[src/rtl/l2_pkg.sv]
// l2_pkg: shared types and defaults for the L2 tag lookup/replacement controller.
//   - L2_TAG_BITS / L2_INDEX_WIDTH / L2_OFFSET_BITS : default address field widths
//   - l2_state_e    : controller FSM state encoding
//   - l2_addr_split : splits a byte address into tag / index / offset fields
package l2_pkg;

  localparam int L2_TAG_BITS    = 18;
  localparam int L2_INDEX_WIDTH = 9;
  localparam int L2_OFFSET_BITS = 5;
  localparam int L2_ADDR_W      = L2_TAG_BITS + L2_INDEX_WIDTH + L2_OFFSET_BITS;

  typedef enum logic [3:0] {
    ST_IDLE      = 4'd0,
    ST_LOOKUP    = 4'd1,
    ST_COMPARE   = 4'd2,
    ST_WB_REQ    = 4'd3,
    ST_WB_WAIT   = 4'd4,
    ST_FILL_REQ  = 4'd5,
    ST_FILL_WAIT = 4'd6,
    ST_INSTALL   = 4'd7,
    ST_RESP      = 4'd8
  } l2_state_e;

  typedef struct packed {
    logic [L2_TAG_BITS-1:0]    tag;
    logic [L2_INDEX_WIDTH-1:0] index;
    logic [L2_OFFSET_BITS-1:0] offset;
  } l2_addr_t;

  // Field split for the default geometry.
  function automatic l2_addr_t l2_addr_split(input logic [L2_ADDR_W-1:0] addr);
    l2_addr_t f;
    f.tag    = addr[L2_ADDR_W-1 -: L2_TAG_BITS];
    f.index  = addr[L2_OFFSET_BITS +: L2_INDEX_WIDTH];
    f.offset = addr[L2_OFFSET_BITS-1:0];
    return f;
  endfunction

endpackage

[src/rtl/l2_tag_cmp.sv]
// l2_tag_cmp: combinational hit compare and victim-dirty decode for one
// direct-mapped tag entry.
//   tag_q / tag_valid_r / tag_dirty_r : entry read from the tag array
//   req_tag                           : tag of the request being looked up
//   hit                               : entry valid and tag matches
//   victim_dirty                      : entry holds a valid dirty line that
//                                       must be written back before replacement
module l2_tag_cmp #(
  parameter int TAG_BITS = 18
) (
  input  logic [TAG_BITS-1:0] tag_q,
  input  logic                tag_valid_r,
  input  logic                tag_dirty_r,
  input  logic [TAG_BITS-1:0] req_tag,
  output logic                hit,
  output logic                victim_dirty
);

  assign hit          = tag_valid_r & (tag_q == req_tag);
  // Only consulted on a miss, so a matching tag never reaches write-back.
  assign victim_dirty = tag_valid_r & tag_dirty_r;

endmodule

[src/rtl/l2_tag_ctrl.sv]
// l2_tag_ctrl: L2 lookup/replacement controller driving port A of the tag array.
// Accepts one request at a time, reads the indexed tag, decides hit/miss, and on
// a miss sequences an optional dirty write-back and a line fill through the
// memory request channel before installing the new tag entry.
//
// Ports:
//   clk, rst_n                         clock, async active-low reset
//   req_valid/req_ready/req_addr/req_write   request channel
//   resp_valid/resp_ready/resp_hit     response channel
//   mem_req_valid/mem_req_ready/mem_req_wb/mem_req_addr, mem_done   memory side
//   tag_addr/tag_we/tag_wdata/tag_valid_w/tag_dirty_w   tag array port A write/addr
//   tag_q/tag_valid_r/tag_dirty_r      tag array port A read data (1-cycle latency)
//   dbg_state                          current FSM state
//
// Handshakes: a transfer happens on a rising edge where valid & ready are both
// high; a producer holds valid and its payload stable until that edge, and
// ready never depends combinationally on the matching valid.
module l2_tag_ctrl
  import l2_pkg::*;
#(
  parameter int TAG_BITS    = L2_TAG_BITS,
  parameter int INDEX_WIDTH = L2_INDEX_WIDTH,
  parameter int OFFSET_BITS = L2_OFFSET_BITS,
  parameter int ADDR_W      = TAG_BITS + INDEX_WIDTH + OFFSET_BITS
) (
  input  logic                   clk,
  input  logic                   rst_n,
  input  logic                   req_valid,
  output logic                   req_ready,
  input  logic [ADDR_W-1:0]      req_addr,
  input  logic                   req_write,
  output logic                   resp_valid,
  input  logic                   resp_ready,
  output logic                   resp_hit,
  output logic                   mem_req_valid,
  input  logic                   mem_req_ready,
  output logic                   mem_req_wb,
  output logic [ADDR_W-1:0]      mem_req_addr,
  input  logic                   mem_done,
  output logic [INDEX_WIDTH-1:0] tag_addr,
  output logic                   tag_we,
  output logic [TAG_BITS-1:0]    tag_wdata,
  output logic                   tag_valid_w,
  output logic                   tag_dirty_w,
  input  logic [TAG_BITS-1:0]    tag_q,
  input  logic                   tag_valid_r,
  input  logic                   tag_dirty_r,
  output logic [3:0]             dbg_state
);

  l2_state_e state, state_nxt;

  logic                   ready_en;   // low through reset, high from the first edge after release
  logic [TAG_BITS-1:0]    req_tag_q;
  logic [INDEX_WIDTH-1:0] idx_q;
  logic                   write_q;
  logic [TAG_BITS-1:0]    victim_q;
  logic                   hit_q;

  logic hit;
  logic victim_dirty;

  // Offset bits select a byte within the line and do not affect the tag path.
  logic unused_offset;
  assign unused_offset = ^req_addr[OFFSET_BITS-1:0];

  assign dbg_state = state;

  l2_tag_cmp #(.TAG_BITS(TAG_BITS)) u_cmp (
    .tag_q        (tag_q),
    .tag_valid_r  (tag_valid_r),
    .tag_dirty_r  (tag_dirty_r),
    .req_tag      (req_tag_q),
    .hit          (hit),
    .victim_dirty (victim_dirty)
  );

  // State register
  always_ff @(posedge clk or negedge rst_n) begin
    if (!rst_n) begin
      state <= ST_IDLE;
    end else begin
      state <= state_nxt;
    end
  end

  // Next-state logic
  always_comb begin
    state_nxt = state;
    case (state)
      ST_IDLE:      if (req_valid && req_ready) state_nxt = ST_LOOKUP;
      ST_LOOKUP:    state_nxt = ST_COMPARE;
      ST_COMPARE: begin
        if (hit)               state_nxt = ST_RESP;
        else if (victim_dirty) state_nxt = ST_WB_REQ;
        else                   state_nxt = ST_FILL_REQ;
      end
      ST_WB_REQ:    if (mem_req_ready) state_nxt = ST_WB_WAIT;
      // mem_done only counts once the request has been handed over, so a pulse
      // coincident with the handshake is seen in *_REQ and ignored.
      ST_WB_WAIT:   if (mem_done)      state_nxt = ST_FILL_REQ;
      ST_FILL_REQ:  if (mem_req_ready) state_nxt = ST_FILL_WAIT;
      ST_FILL_WAIT: if (mem_done)      state_nxt = ST_INSTALL;
      ST_INSTALL:   state_nxt = ST_RESP;
      ST_RESP:      if (resp_ready)    state_nxt = ST_IDLE;
      default:      state_nxt = ST_IDLE;
    endcase
  end

  // Datapath registers
  always_ff @(posedge clk or negedge rst_n) begin
    if (!rst_n) begin
      ready_en  <= 1'b0;
      req_tag_q <= '0;
      idx_q     <= '0;
      write_q   <= 1'b0;
      victim_q  <= '0;
      hit_q     <= 1'b0;
    end else begin
      ready_en <= 1'b1;
      if (state == ST_IDLE && req_valid && req_ready) begin
        req_tag_q <= req_addr[ADDR_W-1 -: TAG_BITS];
        idx_q     <= req_addr[OFFSET_BITS +: INDEX_WIDTH];
        write_q   <= req_write;
      end
      if (state == ST_COMPARE) begin
        hit_q    <= hit;
        victim_q <= tag_q;
      end
    end
  end

  // Output decode: state plus latched registers, with the store-hit write
  // qualified by the tag read data that is valid in COMPARE.
  always_comb begin
    req_ready     = 1'b0;
    resp_valid    = 1'b0;
    resp_hit      = 1'b0;
    mem_req_valid = 1'b0;
    mem_req_wb    = 1'b0;
    mem_req_addr  = '0;
    tag_addr      = '0;
    tag_we        = 1'b0;
    tag_wdata     = '0;
    tag_valid_w   = 1'b0;
    tag_dirty_w   = 1'b0;

    if (state != ST_IDLE) tag_addr = idx_q;

    case (state)
      ST_IDLE: req_ready = ready_en;
      ST_COMPARE: begin
        if (hit && write_q) begin
          tag_we      = 1'b1;
          tag_wdata   = req_tag_q;
          tag_valid_w = 1'b1;
          tag_dirty_w = 1'b1;
        end
      end
      ST_WB_REQ: begin
        mem_req_valid = 1'b1;
        mem_req_wb    = 1'b1;
        mem_req_addr  = {victim_q, idx_q, {OFFSET_BITS{1'b0}}};
      end
      ST_FILL_REQ: begin
        mem_req_valid = 1'b1;
        mem_req_addr  = {req_tag_q, idx_q, {OFFSET_BITS{1'b0}}};
      end
      ST_INSTALL: begin
        tag_we      = 1'b1;
        tag_wdata   = req_tag_q;
        tag_valid_w = 1'b1;
        tag_dirty_w = write_q;
      end
      ST_RESP: begin
        resp_valid = 1'b1;
        resp_hit   = hit_q;
      end
      default: ;
    endcase
  end

endmodule
[config.mk]
export PLATFORM = sky130hd
export DESIGN_NAME = l2_tag_ctrl
export DESIGN_NICKNAME = d
export VERILOG_FILES = /design/src/rtl/l2_pkg.sv /design/src/rtl/l2_tag_cmp.sv /design/src/rtl/l2_tag_ctrl.sv
export SDC_FILE = /design/constraint.sdc
export NUM_CORES = 1
export LEC_CHECK = 0
export CAP_MARGIN = 20
export CORE_MARGIN = 4
export CORE_UTILIZATION = 40
export DETAILED_ROUTE_END_ITERATION = 12
export PLACE_DENSITY = 0.81
export SETUP_SLACK_MARGIN = 0.4
export SLEW_MARGIN = 20
export SYNTH_ARGS = -nofsm -noshare
export SYNTH_HDL_FRONTEND = slang
export SYNTH_SLANG_ARGS = --single-unit
[constraint.sdc]
create_clock -name clk -period 2.9 [get_ports clk]
set_clock_uncertainty 0.1 [all_clocks]
set_input_delay 0.29 -clock clk [delete_from_list [all_inputs] [get_ports clk]]
set_output_delay 0.29 -clock clk [all_outputs]
set_load 0.01 [all_outputs]
==> flow_summary.ini, run 1 <==
[run_status]
status = completed

[routing]
first_pass_iters = 4
num_vias = 2555
drt_iter0_drc = 75
detail_route.wl_per_cell_um = 16.87
top_layer = met4
routed_wl_mm = 8.705
met2WireLength_mm = 4.446
ant_nets = 0
wl_met3_um = 363
via_per_inst = 4.952
wl_met1_mm = 3.755
remaining_drc_errors = 0

[cts]
cts_tree = yes
cts.sinks = 52
htreeDepth = 2
clock_latency_ps = 290
clk_pin_slew_ps = 90
cts_buffer_depth = 2
cts_root_buffer = clkbuf_8
cts_buffers = 5

[synth]
synth_most_common_cell = nand2_1
ys_seq_area_share_pct = 44.69
async_reset_ff_share_pct = 100.0
yosysWarnings = 0
synth_top_area_share_pct = 44.69
ys_seq_elements = 52
synth_edf_count = 0
yosys.cell_types.count = 41
syn_avg_cell_area_um2 = 10.07
syn_inst = 289
synth_area_leaders = dfrtp_1 45%, nand2_1 8.1%, mux2_2 7.7%
synth_area_um2 = 2912
synth_top_cell_by_area = dfrtp_1
synth_commonest_cells = 63 x nand2_1, 52 x dfrtp_1, 20 x mux2_2
ys.flop_type = dfrtp_1

[worst_setup_path]
path_cells = buf_4 -> nand2b_1 -> nor2_4 -> buf_4 -> a22o_1 -> clkdlybuf4s50_1
crit_family = buffers and inverters
cp-end-kind = output pin
worstSetupStartpointType = register
worst-path-max-fanout = 9
critical_path_arrival_ps = 2120
timing_worst_setup_path_type = register to output pin
cp_common_cell = buf_4
crit_buf_inv = 3
required_ps = 2510
slowest_delay_ps = 550
slowest_stage = clkdlybuf4s50_1

[die]
start_util_pct = 41.93
io_pins = 130
core_area_um2 = 6944
die_area_um2 = 8708
die_w_um = 93.32
std_cell_rows = 30
die_h_um = 93.32

[timing]
setup_tns_ps = 0
fin_ws_ps = 389.6
relSlewSlack_pct = 45.59
hold_viol_final = 0
max_freq_mhz = 398.3
rsz0062_at_grt = yes
worstMarginPinSlew_ps = 816.2
min_period_ps = 2510
hold_ws_ps = 386.8
min_period_over_period_pct = 86.57
finalMaxSlewViolations = 0
setup_viol = 0

[global_route]
grt_pass1_vias = 2616
grt_max_degree = 28
antenna_found_initial = 0
grt-ovfl-total = 0
grt_pass1_wl_mm = 13.62
grt_usage_pct = 19.88

[power_and_ir_drop]
peakVddDrop_uv = 431.7
p_per_area_nw_per_um2 = 963.4
power_uw = 4219
p_leak_uw = 0.002048

[cells_and_area]
syn2layout_area_growth_pct = 50.41
nets = 478
diodes = 0
drive_above_1_share_pct = 18.10

[placement]
io_buffer_count = 119
routabilityCongestion = 0.8101
hpwl_mm = 6.223
post-place-ws_ps = 75.66

[run]
max-cap-violations = 0

[hold_path]
holdCritPathClass = register to register
==> power by group <==
group / internal, uW / total, uW / switching, uW
combinational: 1340 / 2440 / 1100
sequential: 1080 / 1360 / 280
clock: 195 / 420 / 224
==> worst paths after layout <==
kind	end	startpoint	slack (ps)	depth (start not counted)
max in group asynchronous	req_tag_q[4]	rst_n	1480	3
max reg2reg	req_tag_q[5]	dbg_state[0]	630	6
min in group asynchronous	idx_q[3]	rst_n	420	2
min	victim_q[10]	victim_q[10]	390	2
min reg2reg	victim_q[10]	victim_q[10]	390	2
max	mem_req_addr[19]	dbg_state[1]	390	6
==> layout by cell type (no fill, tap or decap), drive strengths merged, types with 5 or more instances in the layout <==
master and n:
clkbuf 20, xnor2 16, clkdlybuf4s50 87, conb 6
buf 25, nand2 63, dfrtp 52, dlymetal6s2s 6
and2 11, nand4 5, a21boi 19, a22o 18
dlygate4sd2 12, nor2b 9, nor2 5, mux2 28
==> kinds of logic (layout without fill, tap and decap cells) <==
group / count (synthesis) / in the layout / synth area share [%]
muxes: 28 / 28 / 10.83
xor gates and xnor gates: 19 / 19 / 5.716
other: 2 / 6 / 0.2579
DFF: 52 / 52 / 44.69
buffers and inverters: 29 / 156 / 6.102
and+or+nand+nor: 107 / 107 / 18.44
AOI/OAI and AO/OA: 52 / 52 / 13.97
==> timing repair <==
item,4_1_cts,5_1_grt
endpoints found under the hold margin,25,0
setup buffers,6,5
pin swaps,4,1
gates cloned,1,0
resized for setup,39,46
hold buffers,1,0
setup endpoints to repair,50,45
==> worst min-delay path, stage by stage (launching register included) <==
cell and delay (ps):
dfrtp_1 350, nand2_1 50, nand2_1 60
==> sequential cells by signal, summed over array words and instances, names as in the netlist <==
signal	count
req_tag_q	18
ready_en	1
hit_q	1
dbg_state	4
idx_q	9
victim_q	18
write_q	1
==> per-stage QoR <==
stage | area [um^2] | std cells | util (%)
after CTS | 4359 | 511 | 62.77
after global placement | 4182 | 495 | 60.22
after global routing | 4379 | 516 | 63.06
after floorplan | 2927 | 293 | -
final | 4379 | 516 | 63.06
after detailed placement | 4182 | 495 | 60.22
==> final cells by class <==
cell class | count | area [um^2]
fillers | 607 | 2565
repair buffers | 144 | 1353
flip-flops and latches | 52 | 1303
well taps | 96 | 120.1
multi-input cells | 212 | 1499
inverters | 4 | 15.01
clock buffers | 8 | 90.09
==> per-layer routing <==
metal | global-route usage [%] | vias to the layer above
met2 | 34.60 | 71
met5 | 0 | -
met1 | 25.57 | 1240
met3 | 3.298 | 9
met4 | 5.006 | 0
li1 | - | 1235
Power figures use the tool's default switching activity.
==> run 2, diff against run 1 <==
--- a/config.mk
+++ b/config.mk
@@ -7,9 +7,9 @@
 export LEC_CHECK = 0
 export CAP_MARGIN = 20
 export CORE_MARGIN = 4
-export CORE_UTILIZATION = 40
+export CORE_UTILIZATION = 45
 export DETAILED_ROUTE_END_ITERATION = 12
-export PLACE_DENSITY = 0.81
+export PLACE_DENSITY = 0.89
 export SETUP_SLACK_MARGIN = 0.4
 export SLEW_MARGIN = 20
 export SYNTH_ARGS = -nofsm -noshare
==> flow_summary.ini, run 2 (synthesized netlist as in run 1, its figures left out) <==
[die]
start_util_pct = 46.12
die_w_um = 88.44
core_area_um2 = 6314
die_area_um2 = 7821
std_cell_rows = 29
io_pins = 130
die_h_um = 88.44

[worst_setup_path]
worstSetupStartpointType = register
timing_worst_setup_path_type = register to output pin
critical_path_arrival_ps = 2060
cp-end-kind = output pin
reg2regPathDepth = 8
worstSetupStartpoint = dbg_state[3]
r2r_end = dbg_state[1]
r2r_slack_ps = 720
crit_end = tag_wdata[3]
regToRegStartpoint = dbg_state[2]
worst-path-max-fanout = 12
required_ps = 2510

[power_and_ir_drop]
seq_power_share_pct = 31.5
switching_share_pct = 37.54
clkPwrFrac_pct = 11.3
intPower_uw = 2715
p_per_area_nw_per_um2 = 979.1
p_leak_uw = 0.002428
power_uw = 4346
comb_power_share_pct = 57.2
peakVddDrop_uv = 748.4
p_switching_uw = 1631

[routing]
ant_nets = 0
wl_met3_um = 644
detail_route.wl_per_cell_um = 16.77
drt_iter0_drc = 116
top_layer = met4
met2WireLength_mm = 4.175
via_per_inst = 5.284
wl_met1_mm = 3.441
num_vias = 2658
remaining_drc_errors = 0
routed_wl_mm = 8.433
first_pass_iters = 4

[placement]
hpwl_mm = 5.990
routabilityCongestion = 0.8300
io_buffer_count = 119

[timing]
hold_ws_ps = 306.2
rsz0062_at_grt = yes
min_period_ps = 2447
max_freq_mhz = 408.6
worstMarginPinSlew_ps = 827.0
hold_viol_final = 0
setup_tns_ps = 0
finalMaxSlewViolations = 0
min_period_over_period_pct = 84.39
setup_viol = 0
relSlewSlack_pct = 44.87

[cts]
cts_buffers = 5
htreeDepth = 2
cts.sinks = 52
cts_root_buffer = clkbuf_8
clk_pin_slew_ps = 100
clock_latency_ps = 300
cts_tree = yes
cts_buffer_depth = 2

[global_route]
grt-ovfl-total = 0
grt_max_degree = 36
grt_pass1_vias = 2710
grt_usage_pct = 21.80
antenna_found_initial = 0
grt_pass1_wl_mm = 13.17

[cells_and_area]
mostFrequentLayoutCells = 67 x clkdlybuf4s50_1, 63 x nand2_1, 51 x dfrtp_1, 28 x dlymetal6s2s_1, 23 x buf_4
nets = 484
drive_above_1_share_pct = 20.66
syn2layout_area_growth_pct = 52.47
top_regs = req_tag_q (18), victim_q (18), idx_q (9)
mostFrequentLayoutCell = clkdlybuf4s50_1
fill_cells = 490
diodes = 0

[run_status]
status = completed

[run]
max-cap-violations = 0

[hold_path]
holdCritPathClass = primary input to register
[run 2: area by class of cell]
| cell class | instances | area, um^2 | share of cell area [%] |
|---|---|---|---|
| Timing Repair inverter | 1 | 7.507 | 0.1691 |
| Clock inverter | 2 | 35.03 | 0.7892 |
| Tap cell | 77 | 96.34 | 2.170 |
| Timing Repair Buffer | 149 | 1414 | 31.85 |
| Multi-Input combinational cell | 212 | 1496 | 33.71 |
| Inverter | 4 | 15.01 | 0.3382 |
| Clock buffer | 6 | 72.57 | 1.635 |
| Sequential cell | 52 | 1303 | 29.34 |
[run 2: power by group through the flow]
stage | clock network, uW | registers (uW) | logic, uW
floorplan | 0 | 1300 | 1320
detailed placement | 0 | 1380 | 2290
global placement | 0 | 1350 | 2230
CTS | 504 | 1360 | 2440
global route | 527 | 1410 | 2700
finish | 491 | 1370 | 2490
[run 2: worst min path at each step]
stage	from	to	slack (ps)	depth (start not counted)
5_1_grt	tag_q[15]	victim_q[15]	310	3
2_1_floorplan	rst_n	dbg_state[0]	-110	0
3_3_place_gp	rst_n	req_tag_q[7]	140	1
4_1_cts	tag_q[9]	victim_q[9]	300	3
6_report	tag_q[9]	victim_q[9]	310	3
3_5_place_dp	rst_n	req_tag_q[0]	140	1
[run 2: timing repair]
action                                  in CTS  in global routing
hold buffers                                 1                  0
endpoints found under the hold margin       17                  0
pin swaps                                    5                  2
resized for setup                           38                 72
setup buffers                                6                  9
cloned                                       2                  0
endpoints found under the setup margin      49                 47
[run 2: layer usage]
metal,vias up,GRT usage [%]
met5,-,0
met4,0,6.868
met3,20,5.121
met2,109,36.57
met1,1283,27.99
li1,1246,-
[run 2: worst max-delay path, stage by stage, from the launching register on]
cell and delay (ps):
dfrtp_1 400, buf_4 150, nor4b_4 270, nand2_1 90, nand4bb_1 220, buf_6 180
a21boi_1 160, dlygate4sd2_1 290
[run 2: through the flow]
stage,worst slack (ps),utilization (%),instance area (um^2),instances
after floorplan,919.0,-,2927,293
after global placement,131.6,65.77,4153,477
after detailed placement,105.4,65.77,4153,477
after CTS,368.1,68.97,4354,494
after global routing,296.0,70.31,4439,503
final,452.6,70.31,4439,503
